--- src/rtl/mem_wb_stage.sv ---
// MEM/WB pipeline register: formats load data, selects the writeback value and
// drives the register file write port from flops. Also counts retired instructions.
module mem_wb_stage #(
    parameter int XLEN = 32
) (
    input  logic            clk,
    input  logic            reset,
    input  logic            in_valid,
    input  logic [4:0]      in_rd,
    input  logic            in_reg_write,
    input  logic [1:0]      in_wb_sel,
    input  logic [2:0]      in_funct3,
    input  logic [XLEN-1:0] in_alu_result,
    input  logic [XLEN-1:0] in_load_data,
    input  logic [XLEN-1:0] in_pc_plus4,
    input  logic            stall,
    input  logic            flush,
    output logic [4:0]      writeReg,
    output logic [XLEN-1:0] writedata,
    output logic            RegWrite,
    output logic            wb_valid,
    output logic [31:0]     instret
);

    logic [1:0]      off;
    logic [7:0]      load_byte;
    logic [15:0]     load_half;
    logic [XLEN-1:0] load_fmt;
    logic [XLEN-1:0] wb_value;

    logic [4:0]      write_reg_d, write_reg_q;
    logic [XLEN-1:0] write_data_d, write_data_q;
    logic            reg_write_d, reg_write_q;
    logic            wb_valid_d, wb_valid_q;
    logic [31:0]     instret_d, instret_q;

    assign off = in_alu_result[1:0];

    always_comb begin
        load_byte = in_load_data[7:0];
        case (off)
            2'd0: load_byte = in_load_data[7:0];
            2'd1: load_byte = in_load_data[15:8];
            2'd2: load_byte = in_load_data[23:16];
            2'd3: load_byte = in_load_data[31:24];
            default: load_byte = in_load_data[7:0];
        endcase
        // Misaligned halfwords silently drop off[0]; no trap is raised here.
        load_half = off[1] ? in_load_data[31:16] : in_load_data[15:0];

        case (in_funct3)
            3'b000:  load_fmt = {{24{load_byte[7]}}, load_byte};
            3'b100:  load_fmt = {24'd0, load_byte};
            3'b001:  load_fmt = {{16{load_half[15]}}, load_half};
            3'b101:  load_fmt = {16'd0, load_half};
            default: load_fmt = in_load_data;
        endcase

        case (in_wb_sel)
            2'b01:   wb_value = load_fmt;
            2'b10:   wb_value = in_pc_plus4;
            default: wb_value = in_alu_result;
        endcase
    end

    always_comb begin
        write_reg_d  = write_reg_q;
        write_data_d = write_data_q;
        reg_write_d  = reg_write_q;
        wb_valid_d   = wb_valid_q;
        instret_d    = instret_q;
        if (flush) begin
            write_reg_d  = 5'd0;
            write_data_d = '0;
            reg_write_d  = 1'b0;
            wb_valid_d   = 1'b0;
        end else if (!stall) begin
            write_reg_d  = in_rd;
            write_data_d = wb_value;
            reg_write_d  = in_valid & in_reg_write & (in_rd != 5'd0);
            wb_valid_d   = in_valid;
            if (in_valid) begin
                instret_d = instret_q + 32'd1;
            end
        end
    end

    always_ff @(posedge clk or posedge reset) begin
        if (reset) begin
            write_reg_q  <= 5'd0;
            write_data_q <= '0;
            reg_write_q  <= 1'b0;
            wb_valid_q   <= 1'b0;
            instret_q    <= 32'd0;
        end else begin
            write_reg_q  <= write_reg_d;
            write_data_q <= write_data_d;
            reg_write_q  <= reg_write_d;
            wb_valid_q   <= wb_valid_d;
            instret_q    <= instret_d;
        end
    end

    assign writeReg  = write_reg_q;
    assign writedata = write_data_q;
    assign RegWrite  = reg_write_q;
    assign wb_valid  = wb_valid_q;
    assign instret   = instret_q;

endmodule

--- config.mk ---
export PLATFORM = sky130hd
export DESIGN_NAME = mem_wb_stage
export DESIGN_NICKNAME = d
export VERILOG_FILES = /design/src/rtl/mem_wb_stage.sv
export SDC_FILE = /design/constraint.sdc
export NUM_CORES = 1
export LEC_CHECK = 0
export CAP_MARGIN = 10
export CORE_MARGIN = 2
export CORE_UTILIZATION = 46
export DETAILED_ROUTE_END_ITERATION = 10
export GPL_ROUTABILITY_DRIVEN = 0
export PLACE_DENSITY = 0.86
export SLEW_MARGIN = 40
export SYNTH_ARGS = -nofsm -noshare
export SYNTH_HDL_FRONTEND = slang
export SYNTH_SLANG_ARGS = --single-unit
--- constraint.sdc ---
create_clock -name clk -period 5 [get_ports clk]
set_input_delay 1 -clock clk [delete_from_list [all_inputs] [get_ports clk]]
set_output_delay 1 -clock clk [all_outputs]
set_load 0.1 [all_outputs]
==> qor.txt, run 1 <==
ANT nets after route: 0
Setup_tns: 0 ns
Hold path start: instret[31]$_DFFE_PP0P_
Port buffer count: 182
Post-synth EDFFs: 0
Non-filler cells in the finished layout: 712
Worst-case reg-to-reg path depth: 4
Fill cell count: 683
Via count: 4363
Critical setup path kind: input pin to flop
R2R Path Start: instret[4]$_DFFE_PP0P_
Cell Area, Synth: 4200 um2
Syn_nets: 549
Slew HR: 49.4%
Post-CTS setup buffers: 0
Predominant post-synthesis flop cell: dfrtp_1
Die Wd: 99.6 um
Most frequent cells in the layout: clkdlybuf4s50_1 (111), dfrtp_1 (71), buf_2 (71)
Final design instance area without fill: 5950 um2
Vias per Instance: 6.13
Worst Tran Pin Value: 0.759 ns
CTS clk-pin slew, worst paths: 0.08 ns
Die Ht: 99.6 um
Lkg Pwr: 2.75 nW
CTS Hold Bufs: 0
IO Pins: 183
YS warnings: 0
Syn Inst Count: 434
Hold depth: 1
Placed cell count: 696
Arrival @ worst endpoint: 3.51 ns
Most common cell after layout, fill and taps aside: clkdlybuf4s50_1
CTS tree: done
Nets: 714
Total Wirelength: 13.8 mm
Setup crit end kind: flop
Max cap viols: 0
Status: complete, no violations
# diodes: 0
Root buffer cell: clkbuf_8
Largest fanout on the critical path: 19
Cts bufs inserted: 9
Slack of the worst reg-to-reg path: 3.15 ns
Hold Crit Endpoint: instret[31]$_DFFE_PP0P_
Detail Placement HPWL: 10.4 mm
RSZ-0062 raised after global routing: no
Post-route DRC: 0
Critical path origin: flush
Final Hold Vio Count: 0
Post-DP Area: 5720 um2
Register area share after synthesis: 42.3%
CP startpoint kind: input pin
Final worst-path cycle share: 65.1%
Starting DRT DRC Count: 231
Fraction of registers with async set/reset: 100%
Synth-to-Final Area Change: 41.7%
Peak VDD IR: 0.186 mV
Largest net degree at the start of global routing: 44
Initial Utilization: 47.7%
RR Endpoint: instret[31]$_DFFE_PP0P_
H-tree depth: 3
Initial antenna violation count: 0
Wire per inst: 19.4 um
Fraction of layout cells with a size suffix above 1: 17.9%
WP data required: 5.25 ns
Tot GR Track Use: 27.9%
Max Clock Skew: 0.00703 ns
# setup viols final: 0
Slew Viols, Final: 0
Power Density: 313 nW/um2
Die area: 9910 um2
First-pass iteration count of the detailed router: 5
Post-CTS sizing: 0
Worst skew pair latency: 0.35 ns
Core area: 8810 um2
First-pass GRT wire length: 21.9 mm
Clk sinks: 71
Clock buffer depth: 2
Post-synth cell types: 51
Number of global-route vias before repair: 4324
Hold WC Path Type: flop to flop
Syn Area/Cell: 9.68 um2
Upper clock frequency limit: 307 MHz
Final min period: 3.25 ns
Congestion Overflow GR: 0
Flops & latches, synth: 71
Final core utilization: 67.6%
Fin Hold WS: 0.467 ns
Std cell rows: 34
-- synth_stat cells (all sizes together) (3+ instances only) --
master   count  area [um2]
a211oi       6        45.0
clkbuf      26        97.6
buf          7        45.0
nor2        24        90.1
ha           3        37.5
nand2       39         146
xor2         8        70.1
and4         7        61.3
o221ai      23         201
a21oi       10        50.1
or3          7        43.8
nand4       14        87.6
nand3       10        50.1
o32ai        7        61.3
a21o        22         165
a22oi       16         120
nor2b        4        25.0
mux2i       14         140
and2         6        40.0
dfrtp       71        1780
a221oi      13         114
a2bb2oi      6        52.6
inv          8        30.0
xnor2       23         201
o21ai       26         130
nand2b       8        50.1
-- how the worst max path moves through the flow --
stage | to | slack [ns] | depth (start not counted)
final | writedata[18]$_DFFE_PP0P_ | 1.75 | 5
after global routing | writedata[25]$_DFFE_PP0P_ | 1.54 | 5
after CTS | writedata[18]$_DFFE_PP0P_ | 1.75 | 5
after detailed placement | writedata[18]$_DFFE_PP0P_ | 1.38 | 5
after global placement | writedata[2]$_DFFE_PP0P_ | 1.48 | 6
after floorplan | RegWrite$_DFFE_PP0P_ | 2.20 | 1
-- per-layer routing --
layer | part of all wire, % | track usage (%) | vias to the layer above
met5 | 0 | 0 | -
met4 | 2.7 | 8.64 | 0
met3 | 9.1 | 7.45 | 36
met2 | 50 | 47.7 | 261
met1 | 38 | 34.6 | 2089
li1 | - | - | 1977
-- cells by family after synthesis --
| family | synth area share (%) |
|---|---|
| buffers and inverters | 4.29 |
| xor gates and xnor gates | 6.46 |
| DFF | 42.3 |
| muxes | 4.14 |
| adders and majority gates | 0.893 |
| and+or+nand+nor | 16.6 |
| AOI/OAI and AO/OA | 25.3 |
-- critical path: stages --
cell	delay, ns
clkdlybuf4s50_1	0.79
nor2_1	0.71
and2_1	0.45
o31ai_4	0.27
o221ai_1	0.28
-- per-stage QoR --
step | worst slack (ns) | total power [mW]
2_1_floorplan | 2.20 | 1.13
3_3_place_gp | 1.48 | 1.37
3_5_place_dp | 1.38 | 1.34
4_1_cts | 1.75 | 1.86
5_1_grt | 1.54 | 1.92
6_report | 1.75 | 1.86
-- cell type report --
class / instances / area, um2 / share of cell area, %
multi-input cells: 320 / 2270 / 38.1
clock inverters: 7 / 103 / 1.72
inverters: 10 / 40.0 / 0.673
well taps: 108 / 135 / 2.27
flip-flops and latches: 71 / 1780 / 29.8
clock buffers: 9 / 124 / 2.08
repair buffers: 187 / 1500 / 25.3
-- flip-flops by register name (all words and copies together) (netlist names) --
signal     flops
wb_valid       1
instret       32
writeReg       5
writedata     32
RegWrite       1
-- power breakdown --
part	internal, mW	switching (mW)	leakage (nW)
Combinational	0.186	0.483	1.68
Clock	0.287	0.243	0.111
Sequential	0.616	0.0450	0.961
Total	1.09	0.771	2.75
Note: power is estimated with default switching activity, not from simulation.
==> inputs of run 2 (changes only) <==
--- a/config.mk
+++ b/config.mk
@@ -7,10 +7,10 @@
 export LEC_CHECK = 0
 export CAP_MARGIN = 10
 export CORE_MARGIN = 2
-export CORE_UTILIZATION = 46
+export CORE_UTILIZATION = 39
 export DETAILED_ROUTE_END_ITERATION = 10
 export GPL_ROUTABILITY_DRIVEN = 0
-export PLACE_DENSITY = 0.86
+export PLACE_DENSITY = 0.78
 export SLEW_MARGIN = 40
 export SYNTH_ARGS = -nofsm -noshare
 export SYNTH_HDL_FRONTEND = slang
==> constraint.sdc (replaced) <==
create_clock -name clk -period 2.68 [get_ports clk]
set_input_delay 0.536 -clock clk [delete_from_list [all_inputs] [get_ports clk]]
set_output_delay 0.536 -clock clk [all_outputs]
set_load 0.1 [all_outputs]
==> run 2 against run 1 <==
  * Critical path depth grew 1
  * Non-clock buffer count grew 21
  * Flip-flop and latch count is the same
  * Clock power grew 57%
  * Critical endpoint is now writedata[22]$_DFFE_PP0P_
  * Largest cell class unchanged
  * Largest power group unchanged
==> qor.txt, run 2 (synthesized netlist as in run 1, its figures left out) <==
Status: complete, no violations (unchanged)
Die Wd: 108 um (was 99.6 um)
ANT nets after route: 0 (unchanged)
Final min period: 2.21 ns
Slack of the worst reg-to-reg path: 0.89 ns (was 3.15 ns)
Total Wirelength: 14.4 mm (was 13.8 mm)
First-pass iteration count of the detailed router: 7 (was 5)
Final core utilization: 60.9% (was 67.6%)
Max Clock Skew: 0.0108 ns (was 0.00703 ns)
Starting DRT DRC Count: 377 (was 231)
Setup crit end kind: flop (unchanged)
# diodes: 0 (unchanged)
Clk sinks: 71 (unchanged)
Post-CTS sizing: 0 (unchanged)
Root buffer cell: clkbuf_8 (unchanged)
Core area: 10400 um2 (was 8810 um2)
RR Endpoint: instret[31]$_DFFE_PP0P_ (unchanged)
Detail Placement HPWL: 11.0 mm (was 10.4 mm)
Arrival @ worst endpoint: 2.42 ns (was 3.51 ns)
Number of global-route vias before repair: 4501 (was 4324)
Initial antenna violation count: 0 (unchanged)
Slew Viols, Final: 0 (unchanged)
Clock buffer depth: 2 (unchanged)
Final worst-path cycle share: 82.5%
CTS clk-pin slew, worst paths: 0.09 ns (was 0.08 ns)
Final Hold Vio Count: 0 (unchanged)
Nets: 735 (was 714)
Congestion Overflow GR: 0 (unchanged)
Post-CTS setup buffers: 0 (unchanged)
Worst Slack Setup Final: 0.469 ns (was 1.75 ns)
Most common cell after layout, fill and taps aside: clkdlybuf4s50_1 (unchanged)
Slew HR: 52.6% (was 49.4%)
First-pass GRT wire length: 22.9 mm (was 21.9 mm)
Largest fanout on the critical path: 16 (was 19)
Largest net degree at the start of global routing: 37 (was 44)
Cts bufs inserted: 9 (unchanged)
Hold path start: instret[31]$_DFFE_PP0P_ (unchanged)
Std cell rows: 37 (was 34)
Tot GR Track Use: 25.2% (was 27.9%)
Peak VDD IR: 0.724 mV (was 0.186 mV)
CP startpoint kind: input pin (unchanged)
Worst skew pair latency: 0.35 ns (about the same)
H-tree depth: 3 (unchanged)
# setup viols final: 0 (unchanged)
CTS tree: done (unchanged)
Via count: 4478 (was 4363)
Worst-case reg-to-reg path depth: 4 (unchanged)
Hold Crit Endpoint: instret[31]$_DFFE_PP0P_ (unchanged)
Hold depth: 1 (unchanged)
Critical setup path kind: input pin to flop (unchanged)
Wire per inst: 18.9 um (was 19.4 um)
Die Ht: 108 um (was 99.6 um)
Power Density: 539 nW/um2 (was 313 nW/um2)
Upper clock frequency limit: 452 MHz
Lkg Pwr: 2.85 nW (was 2.75 nW)
Die area: 11600 um2 (was 9910 um2)
Vias per Instance: 5.88 (was 6.13)
Worst Tran Pin Value: 0.711 ns (was 0.759 ns)
Hold WC Path Type: flop to flop (unchanged)
CTS Hold Bufs: 0 (unchanged)
Fraction of layout cells with a size suffix above 1: 20.2% (was 17.9%)
Most frequent cells in the layout: clkdlybuf4s50_1 (111), buf_4 (93), dfrtp_1 (71) (was clkdlybuf4s50_1 (111), dfrtp_1 (71), buf_2 (71))
RSZ-0062 raised after global routing: no (unchanged)
Pre-CTS setup slack: 0.108 ns (was 1.38 ns)
Max cap viols: 0 (unchanged)
Setup_tns: 0 ns (unchanged)
Synth-to-Final Area Change: 50.2% (was 41.7%)
Initial Utilization: 40.5% (was 47.7%)
Port buffer count: 182 (unchanged)
Post-route DRC: 0 (unchanged)
R2R Path Start: instret[2]$_DFFE_PP0P_ (was instret[4]$_DFFE_PP0P_)
WP data required: 2.89 ns (was 5.25 ns)
IO Pins: 183 (unchanged)
==> run 2: cell count changes in the layout (fill, tap and decap cells not counted), moves of 2 or more <==
cell       delta
buf_2        -71
bufinv_16     -2
buf_4        +88
buf_12        +4
==> run 2: layout make-up <==
class | instances | area [um2]
clock buffer | 9 | 124
multi-input combinational | 320 | 2250
timing repair buffer | 208 | 1890
inverter | 10 | 37.5
fill | 893 | 4060
sequential | 71 | 1780
clock inverter | 7 | 61.3
tap | 136 | 170
==> run 2: worst max-delay path by stage <==
stage | cells after the start | from | slack, ns | end
after detailed placement | 6 | in_alu_result[1] | 0.11 | writedata[19]$_DFFE_PP0P_
after global routing | 6 | in_alu_result[1] | 0.42 | writedata[22]$_DFFE_PP0P_
after floorplan | 4 | instret[0]$_DFFE_PP0P_ | 0.32 | instret[31]$_DFFE_PP0P_
after CTS | 6 | in_alu_result[1] | 0.47 | writedata[22]$_DFFE_PP0P_
after global placement | 6 | in_alu_result[1] | 0.15 | writedata[18]$_DFFE_PP0P_
final | 6 | in_alu_result[1] | 0.47 | writedata[22]$_DFFE_PP0P_
==> run 2: worst max-delay path, stage by stage <==
cell and delay [ns]:
clkdlybuf4s50_1 0.53, mux4_2 0.57, and2_4 0.20, o31ai_4 0.27
buf_12 0.18, o221ai_1 0.13
==> run 2: metrics by stage <==
stage / area [um2] / power, mW / hold WS (ns) / cells
4_1_cts: 6310 / 3.41 / 0.483 / 761
3_3_place_gp: 6120 / 2.56 / 0.457 / 745
2_1_floorplan: 4200 / 2.12 / 0.689 / 434
5_1_grt: 6310 / 3.55 / 0.506 / 761
3_5_place_dp: 6130 / 2.58 / 0.471 / 745
6_report: 6310 / 3.40 / 0.476 / 761
==> run 2: power by group <==
part | internal [mW] | total [mW] | switching [mW] | leakage (nW)
combinational | 0.421 | 1.33 | 0.914 | 1.80
sequential | 1.15 | 1.23 | 0.0859 | 0.961
clock | 0.356 | 0.830 | 0.474 | 0.0892
==> run 2: per-layer routing <==
layer / vias to the layer above / track usage, % / wire, um
li1: 2005 / - / -
met1: 2170 / 32.5 / 5850
met4: 0 / 13.1 / 685
met3: 47 / 5.81 / 1030
met5: - / 0 / 0
met2: 256 / 39.3 / 6790
==> inputs of run 3 (changes only) <==
--- a/config.mk
+++ b/config.mk
@@ -7,10 +7,10 @@
 export LEC_CHECK = 0
 export CAP_MARGIN = 10
 export CORE_MARGIN = 2
-export CORE_UTILIZATION = 39
+export CORE_UTILIZATION = 43
 export DETAILED_ROUTE_END_ITERATION = 10
 export GPL_ROUTABILITY_DRIVEN = 0
-export PLACE_DENSITY = 0.78
+export PLACE_DENSITY = 0.82
 export SLEW_MARGIN = 40
 export SYNTH_ARGS = -nofsm -noshare
 export SYNTH_HDL_FRONTEND = slang
==> constraint.sdc (replaced) <==
create_clock -name clk -period 2.2 [get_ports clk]
set_input_delay 0.44 -clock clk [delete_from_list [all_inputs] [get_ports clk]]
set_output_delay 0.44 -clock clk [all_outputs]
set_load 0.1 [all_outputs]
==> run 3 against run 2 <==
  * Critical path depth is 1 higher
  * Combinational power increased by 25%
  * Setup slack worse by 0.42 ns
  * Critical endpoint is now writedata[13]$_DFFE_PP0P_
  * Clock skew increased by 0.00082 ns
  * Count of clock-buffer cells in the layout unchanged
  * Largest power group unchanged
  * Via count rose by 1.6%
==> qor.txt, run 3 (synthesized netlist as in run 1, its figures left out) <==
Status: complete, no violations (unchanged)
Die Ht: 103 um (was 108 um)
Clk sinks: 71 (unchanged)
Port buffer count: 182 (unchanged)
Post-CTS sizing: 0 (unchanged)
Hold path start: instret[31]$_DFFE_PP0P_ (unchanged)
Combinational power share: 37.8% (was 39.3%)
WP data required: 2.45 ns (was 2.89 ns)
Nets: 750 (was 735)
Switch Pwr: 1.79 mW (was 1.47 mW)
Vias per Instance: 5.89 (was 5.88)
Arrival @ worst endpoint: 2.40 ns (was 2.42 ns)
Number of global-route vias before repair: 4580 (was 4501)
Peak VDD IR: 0.361 mV (was 0.724 mV)
Final core utilization: 67.2% (was 60.9%)
Die Wd: 103 um (was 108 um)
Clock share of power: 27.8% (was 24.4%)
Net Sw Frac: 40.9% (was 43.3%)
Final min period: 2.15 ns
Worst Tran Pin Value: 0.588 ns (was 0.711 ns)
Cts bufs inserted: 9 (unchanged)
Worst skew pair latency: 0.36 ns (was 0.35 ns)
# diodes: 0 (unchanged)
Initial antenna violation count: 0 (unchanged)
Final Hold Vio Count: 0 (unchanged)
Synth-to-Final Area Change: 54.2% (was 50.2%)
Critical setup path kind: input pin to flop (unchanged)
Pint: 2.59 mW (was 1.93 mW)
Most common cell after layout, fill and taps aside: clkdlybuf4s50_1 (unchanged)
Max Clock Skew: 0.0116 ns (was 0.0108 ns)
Clock buffer depth: 2 (unchanged)
Setup crit end kind: flop (unchanged)
Hold WC Path Type: flop to flop (unchanged)
CTS clk-pin slew, worst paths: 0.09 ns (about the same)
Via count: 4550 (was 4478)
Initial Utilization: 43.6% (was 40.5%)
Most frequent cells in the layout: clkdlybuf4s50_1 (111), buf_4 (108), dfrtp_1 (62) (was clkdlybuf4s50_1 (111), buf_4 (93), dfrtp_1 (71))
Starting DRT DRC Count: 273 (was 377)
IO Pins: 183 (unchanged)
Power Density: 677 nW/um2 (was 539 nW/um2)
First-pass GRT wire length: 23.0 mm (was 22.9 mm)
Post-CTS setup buffers: 0 (unchanged)
CTS Hold Bufs: 0 (unchanged)
Std cell rows: 36 (was 37)
Root buffer cell: clkbuf_8 (unchanged)
Final worst-path cycle share: 97.5%
First-pass iteration count of the detailed router: 5 (was 7)
ANT nets after route: 0 (unchanged)
Upper clock frequency limit: 466 MHz
# setup viols final: 0 (unchanged)
Die area: 10600 um2 (was 11600 um2)
Largest fanout on the critical path: 5 (was 16)
Fraction of layout cells with a size suffix above 1: 23.3% (was 20.2%)
Tot GR Track Use: 28.3% (was 25.2%)
Total Wirelength: 14.8 mm (was 14.4 mm)
Congestion Overflow GR: 0 (unchanged)
Max cap viols: 0 (unchanged)
Critical path origin: in_alu_result[1] (unchanged)
RSZ-0062 raised after global routing: yes (was no)
Slew Viols, Final: 0 (unchanged)
Post-route DRC: 0 (unchanged)
Largest net degree at the start of global routing: 72 (was 37)
Sequential Power Share: 34.3% (was 36.3%)
Wire per inst: 19.2 um (was 18.9 um)
Lkg Pwr: 2.93 nW (was 2.85 nW)
Detail Placement HPWL: 11.3 mm (was 11.0 mm)
CTS tree: done (unchanged)
H-tree depth: 3 (unchanged)
R2R Path Start: instret[3]$_DFFE_PP0P_ (was instret[2]$_DFFE_PP0P_)
CP startpoint kind: input pin (unchanged)
Core area: 9640 um2 (was 10400 um2)
Slew HR: 60.7% (was 52.6%)
Setup_tns: 0 ns (unchanged)
==> run 3: cell types whose count changed in the layout (fill, tap and decap cells not counted), sizes merged <==
cell	previous run	this run
clkinv	2	3
inv	13	10
bufinv	0	2
buf	97	112
==> run 3: cell type report <==
type                    instances  area [um2]
well taps                     133         166
flip-flops and latches         71        1790
multi-input cells             320        2250
repair buffers                223        2000
inverters                      10        41.3
fillers                       777        3160
clock buffers                   9         124
clock inverters                 7         103
==> run 3: worst max-delay path, stage by stage <==
cell,delay (ns)
clkdlybuf4s50_1,0.53
mux4_2,0.53
buf_4,0.16
a311oi_4,0.31
buf_4,0.19
a211oi_1,0.08
a21o_1,0.16
==> run 3: power groups by stage <==
stage / Clock (mW) / Combinational (mW) / Sequential [mW]
final: 1.22 / 1.66 / 1.51
after global routing: 1.29 / 1.73 / 1.52
after CTS: 1.23 / 1.66 / 1.50
after detailed placement: 0 / 1.65 / 1.53
after global placement: 0 / 1.63 / 1.52
after floorplan: 0 / 0.371 / 2.22
==> run 3: metal layers <==
metal,GRT usage (%),vias to the layer above,routed length [um],share of wire [%]
li1,-,2045,-,-
met4,9.72,0,341,2.3
met5,0,-,0,0
met2,48.1,257,7240,49
met3,6.17,31,1360,9.1
met1,35.8,2217,5910,40
==> run 3: worst paths after layout <==
check                                                  to  slack (ns)  depth (start not counted)
max in group asynchronous          instret[6]$_DFFE_PP0P_        1.34                          3
worst min-delay path              instret[31]$_DFFE_PP0P_        0.48                          1
worst max-delay path            writedata[13]$_DFFE_PP0P_        0.05                          7
worst min register to register    instret[31]$_DFFE_PP0P_        0.48                          1
worst max register to register    instret[29]$_DFFE_PP0P_        0.48                          4
min in group asynchronous         writeReg[2]$_DFFE_PP0P_        0.53                          3
==> run 3: metrics by stage <==
| stage | instances | hold WS [ns] | worst slack (ns) | total power, mW | instance area (um2) |
|---|---|---|---|---|---|
| finish | 773 | 0.483 | 0.0542 | 4.39 | 6480 |
| global route | 773 | 0.508 | -0.0144 | 4.55 | 6480 |
| CTS | 773 | 0.488 | 0.0625 | 4.39 | 6480 |
| detailed placement | 757 | 0.473 | -0.304 | 3.18 | 6250 |
| global placement | 757 | 0.463 | -0.290 | 3.15 | 6250 |
| floorplan | 434 | 0.593 | -0.0520 | 2.59 | 4220 |
